===== src/rtl/nexys_starship_spawn_prng_if.sv =====
// Control/result bundle between the game-state FSM (master) and the spawn PRNG (slave).
// The master drives enable, seeding, difficulty and exclusivity; the slave returns the spawn pulses and the channel-0 noise word.
interface nexys_starship_spawn_prng_if #(
    parameter int N_CH  = 4,
    parameter int WIDTH = 16
);
    logic             en;
    logic             seed_load;
    logic [WIDTH-1:0] seed;
    logic [WIDTH-1:0] threshold;
    logic             exclusive;
    logic [N_CH-1:0]  spawn;
    logic [WIDTH-1:0] lfsr0;

    modport master (
        output en, seed_load, seed, threshold, exclusive,
        input  spawn, lfsr0
    );

    modport slave (
        input  en, seed_load, seed, threshold, exclusive,
        output spawn, lfsr0
    );
endinterface


===== src/rtl/nexys_starship_spawn_prng.sv =====
// Multi-channel spawn generator: one Galois LFSR per channel compared against a run-time threshold,
// with a per-channel cooldown and an optional lowest-index-wins exclusive mode.
module nexys_starship_spawn_prng #(
    parameter int               N_CH         = 4,
    parameter int               WIDTH        = 16,
    parameter logic [WIDTH-1:0] TAPS         = 16'hB400,
    parameter logic [WIDTH-1:0] DEFAULT_SEED = 16'h0001,
    parameter int               COOLDOWN     = 3,
    parameter logic [WIDTH-1:0] SALT         = 16'h9E37
) (
    input logic                          Clk,
    input logic                          Reset,
    nexys_starship_spawn_prng_if.slave   bus
);

    localparam int              CD_W    = (COOLDOWN < 1) ? 1 : $clog2(COOLDOWN + 1);
    localparam logic [CD_W-1:0] CD_LOAD = CD_W'(COOLDOWN);

    logic [WIDTH-1:0] r_state [N_CH];
    logic [CD_W-1:0]  r_cd    [N_CH];
    logic [N_CH-1:0]  r_spawn;
    logic [N_CH-1:0]  w_hit;
    logic [N_CH-1:0]  w_grant;

    // Channel seeds are decorrelated by XOR with a multiple of SALT; an all-zero seed would lock the LFSR.
    function automatic logic [WIDTH-1:0] seed_for(input logic [WIDTH-1:0] s, input int ch);
        logic [63:0]      prod;
        logic [WIDTH-1:0] v;
        prod = 64'(ch) * 64'(SALT);
        v    = s ^ prod[WIDTH-1:0];
        return (v == '0) ? {{(WIDTH-1){1'b0}}, 1'b1} : v;
    endfunction

    function automatic logic [WIDTH-1:0] lfsr_step(input logic [WIDTH-1:0] s);
        return s[0] ? ((s >> 1) ^ TAPS) : (s >> 1);
    endfunction

    // Hit detection on the current registered state of each channel.
    always_comb begin
        w_hit = '0;
        for (int i = 0; i < N_CH; i++) begin
            w_hit[i] = bus.en & (r_cd[i] == '0) & (r_state[i] < bus.threshold);
        end
    end

    // Exclusive mode keeps only the lowest set bit (two's-complement isolate).
    always_comb begin
        w_grant = w_hit;
        if (bus.exclusive) begin
            w_grant = w_hit & (~w_hit + N_CH'(1));
        end else begin
            w_grant = w_hit;
        end
    end

    // State, cooldown and spawn registers; reset beats reload beats stepping.
    always_ff @(posedge Clk) begin
        if (Reset) begin
            for (int i = 0; i < N_CH; i++) begin
                r_state[i] <= seed_for(DEFAULT_SEED, i);
                r_cd[i]    <= '0;
            end
            r_spawn <= '0;
        end else if (bus.seed_load) begin
            for (int i = 0; i < N_CH; i++) begin
                r_state[i] <= seed_for(bus.seed, i);
                r_cd[i]    <= '0;
            end
            r_spawn <= '0;
        end else begin
            r_spawn <= w_grant;
            for (int i = 0; i < N_CH; i++) begin
                if (w_grant[i]) begin
                    r_cd[i] <= CD_LOAD;
                end else if (bus.en && (r_cd[i] != '0)) begin
                    r_cd[i] <= r_cd[i] - CD_W'(1);
                end else begin
                    r_cd[i] <= r_cd[i];
                end
                if (bus.en) begin
                    r_state[i] <= lfsr_step(r_state[i]);
                end else begin
                    r_state[i] <= r_state[i];
                end
            end
        end
    end

    assign bus.spawn = r_spawn;
    assign bus.lfsr0 = r_state[0];

endmodule


===== src/flat_wrapper.sv =====
// flat-port wrapper written by rule: the top's interface ports become plain ports
module nexys_starship_spawn_prng_flat 
#(
    parameter int               N_CH         = 4,
    parameter int               WIDTH        = 16,
    parameter logic [WIDTH-1:0] TAPS         = 16'hB400,
    parameter logic [WIDTH-1:0] DEFAULT_SEED = 16'h0001,
    parameter int               COOLDOWN     = 3,
    parameter logic [WIDTH-1:0] SALT         = 16'h9E37
)
  (Clk, Reset, bus_en, bus_seed_load, bus_seed, bus_threshold, bus_exclusive, bus_spawn, bus_lfsr0);
  nexys_starship_spawn_prng_if #(.N_CH(N_CH), .WIDTH(WIDTH)) bus_i ();
  input logic Clk;
  input logic Reset;
  input wire logic [$bits(bus_i.en)-1:0] bus_en;
  input wire logic [$bits(bus_i.seed_load)-1:0] bus_seed_load;
  input wire logic [$bits(bus_i.seed)-1:0] bus_seed;
  input wire logic [$bits(bus_i.threshold)-1:0] bus_threshold;
  input wire logic [$bits(bus_i.exclusive)-1:0] bus_exclusive;
  output wire logic [$bits(bus_i.spawn)-1:0] bus_spawn;
  output wire logic [$bits(bus_i.lfsr0)-1:0] bus_lfsr0;
  assign bus_i.en = bus_en;
  assign bus_i.seed_load = bus_seed_load;
  assign bus_i.seed = bus_seed;
  assign bus_i.threshold = bus_threshold;
  assign bus_i.exclusive = bus_exclusive;
  assign bus_spawn = bus_i.spawn;
  assign bus_lfsr0 = bus_i.lfsr0;
  nexys_starship_spawn_prng #(.N_CH(N_CH), .WIDTH(WIDTH), .TAPS(TAPS), .DEFAULT_SEED(DEFAULT_SEED), .COOLDOWN(COOLDOWN), .SALT(SALT)) u_core (.Clk(Clk), .Reset(Reset), .bus(bus_i));
endmodule

===== config.mk =====
export PLATFORM = sky130hd
export DESIGN_NAME = nexys_starship_spawn_prng_flat
export DESIGN_NICKNAME = d
export VERILOG_FILES = /design/src/rtl/nexys_starship_spawn_prng_if.sv /design/src/rtl/nexys_starship_spawn_prng.sv /design/src/flat_wrapper.sv
export SDC_FILE = /design/constraint.sdc
export NUM_CORES = 1
export LEC_CHECK = 0
export ABC_AREA = 1
export BUFFER_PORTS_ARGS = -buffer_cell sky130_fd_sc_hd__buf_2
export CAP_MARGIN = 20
export CORE_UTILIZATION = 50
export CTS_CLUSTER_DIAMETER = 200
export DETAILED_ROUTE_END_ITERATION = 8
export PLACE_DENSITY = 0.73
export SYNTH_ARGS = -nofsm -noshare
export SYNTH_HDL_FRONTEND = slang
export SYNTH_SLANG_ARGS = --single-unit

===== constraint.sdc =====
create_clock -name Clk -period 1.9 [get_ports Clk]
set_input_delay 0.19 -clock Clk [delete_from_list [all_inputs] [get_ports Clk]]
set_output_delay 0.19 -clock Clk [all_outputs]
set_load 0.005 [all_outputs]

==> results.cfg, run 1 <==
[status]
status = complete, but fails checks
violations = negative setup slack

[layout]
nFillCells = 821
final_cells = 793
diodes = 0
final_net_count = 756
area_growth_pct = 25.8
drive_above_1_share_pct = 27.6

[route]
vias_per_cell = 5.59
vias = 4430
initialDrtViolationCount = 275
drc = 0
routed_wl_um = 14100
avgRoutedWirePerCell_um = 17.8
ant_nets = 0
dr.pass1.iters = 5

[synth]
syn_area_um2 = 5030
synth_edf_count = 70
synth-seq-cells = 76
synthCells = 557
ys_warn_count = 0
ys.flop_type = edfxtp_1
async_flop_share_pct = 0
ys_seq_area_share_pct = 44.2
avgSynthCellArea_um2 = 9.02
ys_types = 39
syn_nets = 658

[grt]
grt.busiest_layer = met2
met2_usage_pct = 44.6
use_met3_pct = 5.47
grt_pass1_wl_um = 21100
antenna_found_initial = 0
grt_max_degree = 27
met1_usage_pct = 34.8
track_usage_pct = 27.4
gr-total-overflow = 0
grt_pass1_vias = 4286

[setup_path]
path_max_fanout = 3
crit_required_ns = 1.97
worst_setup_path_end_kind = register
worstSetupPathType = register to register
arrival_ns = 2.06
startpoint_type = register

[sta]
worstMarginPinSlew_ns = 0.435
maxSlewHeadroom_pct = 71.0
timing.final.ws_setup_ns = -0.0931
period_share_pct = 105
final_max_slew_viol_count = 0
period_needed_ns = 1.99
fmax_ghz = 0.502
hold_viol_final = 0
skew_ns = 0.0122
setup_viol = 6
rsz0062_at_grt = true

[pwr]
leakagePower_uw = 0.00283
ir_worst_vdd_mv = 0.447
p_per_area_nw_per_um2 = 806
p_total_uw = 5090

[cts]
cts_hold_buf = 0
cts.clk_slew.worst_paths_ns = 0.09
cts.sinks = 76
clk_latency_ns = 0.39
cts_root_buf = clkbuf_8
cts_buffers = 9
cts_tree = built
h-tree-depth = 3
clk_path_buf_depth = 2

[die]
core-area_um2 = 9770
rows = 36
die_h_um = 102
ios = 57
initial_core_util_pct = 51.4
dieArea_um2 = 10500
die_w_um = 102

[hold_path]
hold_class = input pin to register

[placed_design]
place.gp.congestion = 0.975
dp.cells = 761
port_buffers = 56
dpl.hpwl_um = 10100

[run]
drv_cap = 0
-- worst paths after layout --
path	start	to	slack (ns)	depth (start not counted)
worst min-delay path	bus_seed[6]	u_core.r_state[2][6]$_DFFE_PP_	0.15	2
worst max-delay path	u_core.r_state[1][11]$_SDFFCE_PP1P_	u_core.r_cd[1][0]$_DFFE_PP_	-0.09	11
worst max register to register	u_core.r_state[1][11]$_SDFFCE_PP1P_	u_core.r_cd[1][0]$_DFFE_PP_	-0.09	11
worst min register to register	u_core.r_state[3][2]$_DFFE_PP_	u_core.r_state[3][1]$_DFFE_PP_	0.57	2
-- state kept, by name, summed over array words and instances (netlist names) --
signal and count:
u_core.r_cd 8, u_core.bus.spawn 4, u_core.r_state 64
-- routing by layer --
layer / vias up / wire (um)
li1: 2111 / -
met1: 2077 / 5790
met2: 205 / 6820
met3: 37 / 1020
met4: 0 / 474
met5: - / 0
-- synthesized netlist by cell type, types with 4 or more instances --
cell	count	area, um^2
nor3_1	5	25.0
xnor2_1	6	52.6
o21ai_0	27	135
o22ai_1	12	75.1
inv_1	71	267
a21oi_1	35	175
buf_2	9	45.0
xor2_1	4	35.0
o211ai_1	7	52.6
edfxtp_1	70	2100
dfxtp_1	6	120
ha_1	64	801
nand3_1	4	20.0
o21ai_1	15	75.1
nor4_1	11	68.8
nor2_1	50	188
nand4_1	6	37.5
nand2_1	114	428
inv_2	8	30.0
-- power by group --
group	switching (uW)	internal, uW
logic	662	505
registers	104	2010
clock network	682	1140
-- cells by family after synthesis --
logic type               share of synthesized area, %
XOR/XNOR                                         1.74
flip-flops                                       44.2
buffers and inverters                            7.54
adder cells (fa/ha/maj)                          15.9
AO/OA/AOI/OAI                                    12.2
AND/OR/NAND/NOR                                  18.4
-- layout make-up --
cell class / count / area [um^2] / share of cell area, %
Timing Repair Buffer: 102 / 638 / 10.1
Clock inverter: 7 / 163 / 2.57
Sequential cell: 76 / 2220 / 35.1
Inverter: 79 / 297 / 4.69
Tap cell: 133 / 166 / 2.63
Multi-Input combinational cell: 387 / 2710 / 42.9
Clock buffer: 9 / 124 / 1.96
-- repair_timing --
action	CTS	global route
resized for setup	9	37
buffers inserted	4	12
endpoints found under the setup margin	6	14
pin swaps	5	16
-- critical path: stages (launching register included) --
cell	delay (ns)
edfxtp_1	0.44
ha_4	0.30
nand2_1	0.07
o21ai_0	0.22
nand2_1	0.12
nand2_1	0.08
nor2_1	0.04
nand2_2	0.10
nand2_4	0.06
nand2_4	0.08
nand2_2	0.05
o211ai_1	0.12
-- cell usage in the layout, fill, tap and decap left out, drive strengths merged, types with 5 or more instances in the layout --
master,count
nand2,118
buf,102
inv,79
edfxtp,70
ha,64
nor2,55
o21ai,43
a21oi,35
o22ai,12
nor4,12
clkbuf,9
o211ai,7
nand4,7
xnor2,6
dfxtp,6
nor3,5
bufinv,5
nand3,5
-- through the flow --
stage,util [%],cell area [um^2],hold WS (ns),TNS (ns),setup WS [ns]
floorplan,-,5030,0.372,0,0.0492
finish,64.7,6320,0.148,-0.357,-0.0931
CTS,61.4,6000,0.142,-0.0414,-0.0207
global placement,57.6,5630,0.514,-0.0304,-0.0125
detailed placement,57.6,5630,0.537,-0.331,-0.0941
global route,64.7,6320,0.160,-1.15,-0.153
Note: power is estimated with default switching activity, not from simulation.
==> run 2: changes to the inputs <==
- CORE_MARGIN: not set -> 10
==> results.cfg, run 2 (synthesis results as in run 1) <==
[status]
status = complete, but fails checks
violations = negative setup slack

[placed_design]
port_buffers = 56
dpl_cell_area_um2 = 5620
dpl.hpwl_um = 10400
place.gp.congestion = 0.891
pre_cts_slack_ns = -0.0441

[cts]
cts_buffers = 9
cts.clk_slew.worst_paths_ns = 0.09
clk_latency_ns = 0.37
h-tree-depth = 3
cts_tree = built
cts.sinks = 76
cts_root_buf = clkbuf_8
clk_path_buf_depth = 2

[layout]
area_growth_pct = 23.3
fin_area_um2 = 6190
diodes = 0
final_cell_mix = nand2_1, inv_1, edfxtp_1
largest_register_ffs = 64
drive_above_1_share_pct = 26.2
largest_register = u_core.r_state
nFillCells = 815
utilization_pct = 63.4
final_net_count = 756
final_common_cell = nand2_1

[die]
die_w_um = 120
initial_core_util_pct = 51.4
die_h_um = 120
rows = 36
core-area_um2 = 9770
ios = 57
dieArea_um2 = 14500

[sta]
maxSlewHeadroom_pct = 70.2
hold_viol_final = 0
worstMarginPinSlew_ns = 0.447
final_max_slew_viol_count = 0
period_share_pct = 101
rsz0062_at_grt = true
skew_ns = 0.0171
holdWs_ns = 0.153
setup_viol = 4
period_needed_ns = 1.92
timing.final.ws_setup_ns = -0.0220
fmax_ghz = 0.520

[run]
drv_cap = 0

[route]
vias_per_cell = 5.59
routed_wl_um = 14200
avgRoutedWirePerCell_um = 17.8
initialDrtViolationCount = 467
drc = 0
ant_nets = 0
vias = 4430
dr.pass1.iters = 5

[grt]
grt_pass1_vias = 4288
gr-total-overflow = 0
grt_pass1_wl_um = 21700
grt_max_degree = 26
antenna_found_initial = 0
track_usage_pct = 18.8

[pwr]
leakagePower_uw = 0.00280
p_per_area_nw_per_um2 = 744
ir_worst_vdd_mv = 0.313

[setup_path]
critPathBufInv = 1
crit_chain = ha_4 -> nand2_2 -> buf_6 -> nor4_4 -> nand2_2 -> nand2_4 -> nand2_4 -> nand2_4 -> nand2_2 -> o211ai_1
startpoint_type = register
critPathSlowestCell = edfxtp_1
arrival_ns = 1.97
worstSetupPathType = register to register
worst_setup_path_end_kind = register
critPathMaxStageDelay_ns = 0.47
crit_required_ns = 1.95
crit_family = simple AND/OR/NAND/NOR gates
path_max_fanout = 3

[hold_path]
hold_class = input pin to register
==> run 2: changes by cell type in the layout (fill, tap and decap cells not counted), sizes merged <==
cell / previous run / this run
bufinv: 5 / 0
clkbuf: 9 / 15
clkinvlp: 1 / 0
==> run 2: repair_timing <==
action / CTS / global route
endpoints found under the hold margin: 0 / 0
cloned: 0 / 0
endpoints found under the setup margin: 8 / 15
hold buffers: 0 / 0
resized for setup: 6 / 37
pin swaps: 3 / 17
buffers inserted: 2 / 14
==> run 2: worst paths after layout <==
check             cells past startpoint                                 end  slack [ns]                       startpoint
setup reg to reg                     10         u_core.r_cd[1][0]$_DFFE_PP_       -0.02  u_core.r_state[0][11]$_DFFE_PP_
hold / removal                        2  u_core.r_state[1][5]$_SDFFCE_PP1P_        0.15                      bus_seed[5]
setup / recovery                     10         u_core.r_cd[1][0]$_DFFE_PP_       -0.02  u_core.r_state[0][11]$_DFFE_PP_
hold reg to reg                       2      u_core.r_cd[0][1]$_SDFFE_PP1P_        0.54   u_core.r_cd[0][1]$_SDFFE_PP1P_
==> run 2: layer usage <==
| metal | vias to the layer above | share of wire [%] | track usage, % |
|---|---|---|---|
| met2 | 186 | 47 | 30.4 |
| met1 | 2093 | 42 | 24.3 |
| met4 | 0 | 2.6 | 8.60 |
| li1 | 2117 | - | - |
| met5 | - | 0 | 0 |
| met3 | 34 | 8.1 | 2.84 |
==> run 2: per-stage QoR <==
stage / total power (uW) / TNS (ns) / instances
2_1_floorplan: 2730 / 0 / 557
3_3_place_gp: 3060 / -0.00393 / 761
3_5_place_dp: 3110 / -0.242 / 761
4_1_cts: 4460 / -0.0921 / 779
5_1_grt: 4820 / -0.758 / 793
6_report: 4610 / -0.0709 / 793
==> run 2: power breakdown <==
| group | switching, uW | internal [uW] |
|---|---|---|
| Combinational | 650 | 488 |
| Sequential | 99.5 | 2010 |
| Clock | 643 | 719 |
| Total | 1390 | 3210 |
==> run 2: layout make-up <==
type	instances	area (um^2)	share of cell area (%)
multi-input cells	387	2660	42.9
well taps	133	166	2.69
inverters	79	297	4.79
clock buffers	15	210	3.39
flip-flops and latches	76	2220	35.9
clock inverters	1	8.76	0.141
repair buffers	102	633	10.2
==> run 2: worst reg2reg max path, delay by kind of cell, from the launching register on <==
kind / cells / cell delay (ns)
buffers and inverters: 1 / 0.12
adders and majority gates: 1 / 0.32
and+or+nand+nor: 7 / 0.59
AOI/OAI and AO/OA: 1 / 0.12
DFF: 1 / 0.47
==> run 3: changes to the inputs <==
- ABC_AREA: 1 -> not set
==> results.cfg, run 3 <==
[synth]
synth_top_area_cell = edfxtp_1
yosysMostFrequentCell = edfxtp_1
synth_top_area_share_pct = 42.8
avgSynthCellArea_um2 = 10.1
netlist_top_cells_count = edfxtp_1, ha_1, a21oi_1
synth_edf_count = 70
ys_warn_count = 0
ys.flop_type = edfxtp_1
synthCells = 485
syn_nets = 586
syn_area_um2 = 4920
ys_seq_area_share_pct = 45.2
synth-seq-cells = 76
synth_area_leaders = edfxtp_1, ha_1, a21oi_1, o21ai_0, nand2b_1
async_flop_share_pct = 0
ys_types = 48

[route]
avgRoutedWirePerCell_um = 18.6
dr.pass1.iters = 5
drc = 0
vias_per_cell = 5.66
initialDrtViolationCount = 367
routed_wl_um = 14200
ant_nets = 0
vias = 4311

[setup_path]
worst_setup_path_end_kind = register
critPathSlowestCell = edfxtp_1
critPathMaxStageDelay_ns = 0.41
worstSetupPathType = register to register
crit_required_ns = 1.97
rr_endpoint = u_core.r_cd[1][2]$_SDFFCE_PN0P_
rr_worst_depth = 7
startpoint_type = register
path_max_fanout = 3
crit_chain = ha_1 -> nand4_1 -> or3_1 -> o32a_1 -> and3_4 -> o31a_1 -> o21ai_2
regToRegSetupSlack_ns = -0.62
r2r_start = u_core.r_state[0][15]$_DFFE_PP_
arrival_ns = 2.59

[cts]
cts_buffers = 9
clk_path_buf_depth = 2
cts_tree = built
clk_latency_ns = 0.37
cts_hold_buf = 0
cts.clk_slew.worst_paths_ns = 0.09
cts_root_buf = clkbuf_8
h-tree-depth = 3
cts.sinks = 76

[layout]
utilization_pct = 65.3
multi_input_area_um2 = 2670
seqCellArea_um2 = 2220
final_cells = 762
nFillCells = 755
final_common_cell = buf_4
largest_register = u_core.r_state
final_cell_mix = buf_4, edfxtp_1, ha_1
diodes = 0
area_growth_pct = 28.6
largest_register_ffs = 64
fin_area_um2 = 6320
drive_above_1_share_pct = 29.9
final_net_count = 725

[placed_design]
dpl_cell_area_um2 = 5960
dp.cells = 739
dpl.hpwl_um = 10900
port_buffers = 56
place.gp.congestion = 0.908
pre_cts_slack_ns = -0.693

[grt]
grt_pass1_vias = 4623
antenna_found_initial = 0
gr-total-overflow = 0
grt_pass1_wl_um = 23200
grt_max_degree = 29
track_usage_pct = 20.2

[die]
core-area_um2 = 9680
die_h_um = 119
rows = 36
die_w_um = 119
dieArea_um2 = 14200
initial_core_util_pct = 50.8
ios = 57

[pwr]
leakagePower_uw = 0.00277
p_per_area_nw_per_um2 = 702
ir_worst_vdd_mv = 0.350

[hold_path]
worstHoldPathCells = 2
hold_class = input pin to register
hp-start = bus_seed[2]
hold_end = u_core.r_state[1][2]$_SDFFCE_PP1P_

[sta]
period_needed_ns = 2.52
hold_viol_final = 0
period_share_pct = 133
rsz0062_at_grt = true
skew_ns = 0.0134
timing.final.ws_setup_ns = -0.625
setup_viol = 16
fmax_ghz = 0.396
holdWs_ns = 0.178
worstMarginPinSlew_ns = 0.740
final_max_slew_viol_count = 0
maxSlewHeadroom_pct = 50.7

[status]
violations = negative setup slack
status = complete, but fails checks

[run]
drv_cap = 0
run 3: changes by cell type after synthesis, moves of 11 or more:
cell,change
nand2_1,-68
a21oi_1,+14
a22o_1,+12
nand2b_1,+29
clkbuf_1,+14
nor2_1,-28
inv_1,-37
o22ai_1,-12
o21ai_1,-11
run 3: what timing repair did:
action,4_1_cts,5_1_grt
gates resized for setup,22,1
endpoints found under the setup margin,16,16
pin swaps,7,2
buffers inserted,6,3
run 3: through the flow:
step                TNS, ns  total power (uW)
floorplan             -3.02              2660
global route          -9.53              4650
detailed placement    -8.28              3170
CTS                   -6.80              4440
global placement      -6.77              3110
finish                -8.10              4440
run 3: worst max-delay path: cells and delay by family, from the launching register on:
family / cells / cell delay, ns
AND/OR/NAND/NOR: 3 / 0.70
adder cells (fa/ha/maj): 1 / 0.32
AO/OA/AOI/OAI: 3 / 0.79
flip-flops: 1 / 0.41
run 3: logic make-up after synthesis:
kind of cell    Yosys count  share of synthesized area [%]
compound gates          131                           16.2
xor+xnor                 13                           2.32
fa+ha+maj                64                           16.3
buf+inv                  52                           4.17
flops                    76                           45.2
mux                       2                          0.407
simple gates            147                           15.4
run 3: how the worst max path moves through the flow:
stage / startpoint / end / slack [ns] / cells after the start
after floorplan: u_core.r_state[0][6]$_DFFE_PP_ / u_core.r_cd[1][2]$_SDFFCE_PN0P_ / -0.47 / 7
after global placement: bus_threshold[13] / u_core.r_cd[1][2]$_SDFFCE_PN0P_ / -0.61 / 10
after global routing: u_core.r_state[0][14]$_DFFE_PP_ / u_core.r_cd[1][2]$_SDFFCE_PN0P_ / -0.70 / 7
after CTS: u_core.r_state[0][14]$_DFFE_PP_ / u_core.r_cd[1][2]$_SDFFCE_PN0P_ / -0.60 / 7
final: u_core.r_state[0][15]$_DFFE_PP_ / u_core.r_cd[1][2]$_SDFFCE_PN0P_ / -0.62 / 7
after detailed placement: bus_threshold[13] / u_core.r_cd[1][2]$_SDFFCE_PN0P_ / -0.69 / 10
run 3: per-layer routing:
layer	up-vias	global-route usage (%)	share of wire (%)
met3	35	4.11	6.2
met5	-	0	0
met1	2071	24.7	43
met2	146	33.9	48
met4	0	8.78	2.6
li1	2059	-	-
run 3: layout make-up:
cell class / instances / share of cell area, %
inverter: 34 / 2.02
clock buffer: 10 / 2.02
tap: 133 / 2.63
timing repair buffer: 146 / 15.2
sequential: 76 / 35.1
clock inverter: 6 / 0.851
multi-input combinational: 357 / 42.2
run 3: where the power goes:
| group | switching, uW | leakage, uW | internal (uW) |
|---|---|---|---|
| clock network | 620 | 0.0000908 | 595 |
| registers | 92.7 | 0.000778 | 1990 |
| logic | 583 | 0.00190 | 557 |
| total | 1290 | 0.00277 | 3150 |
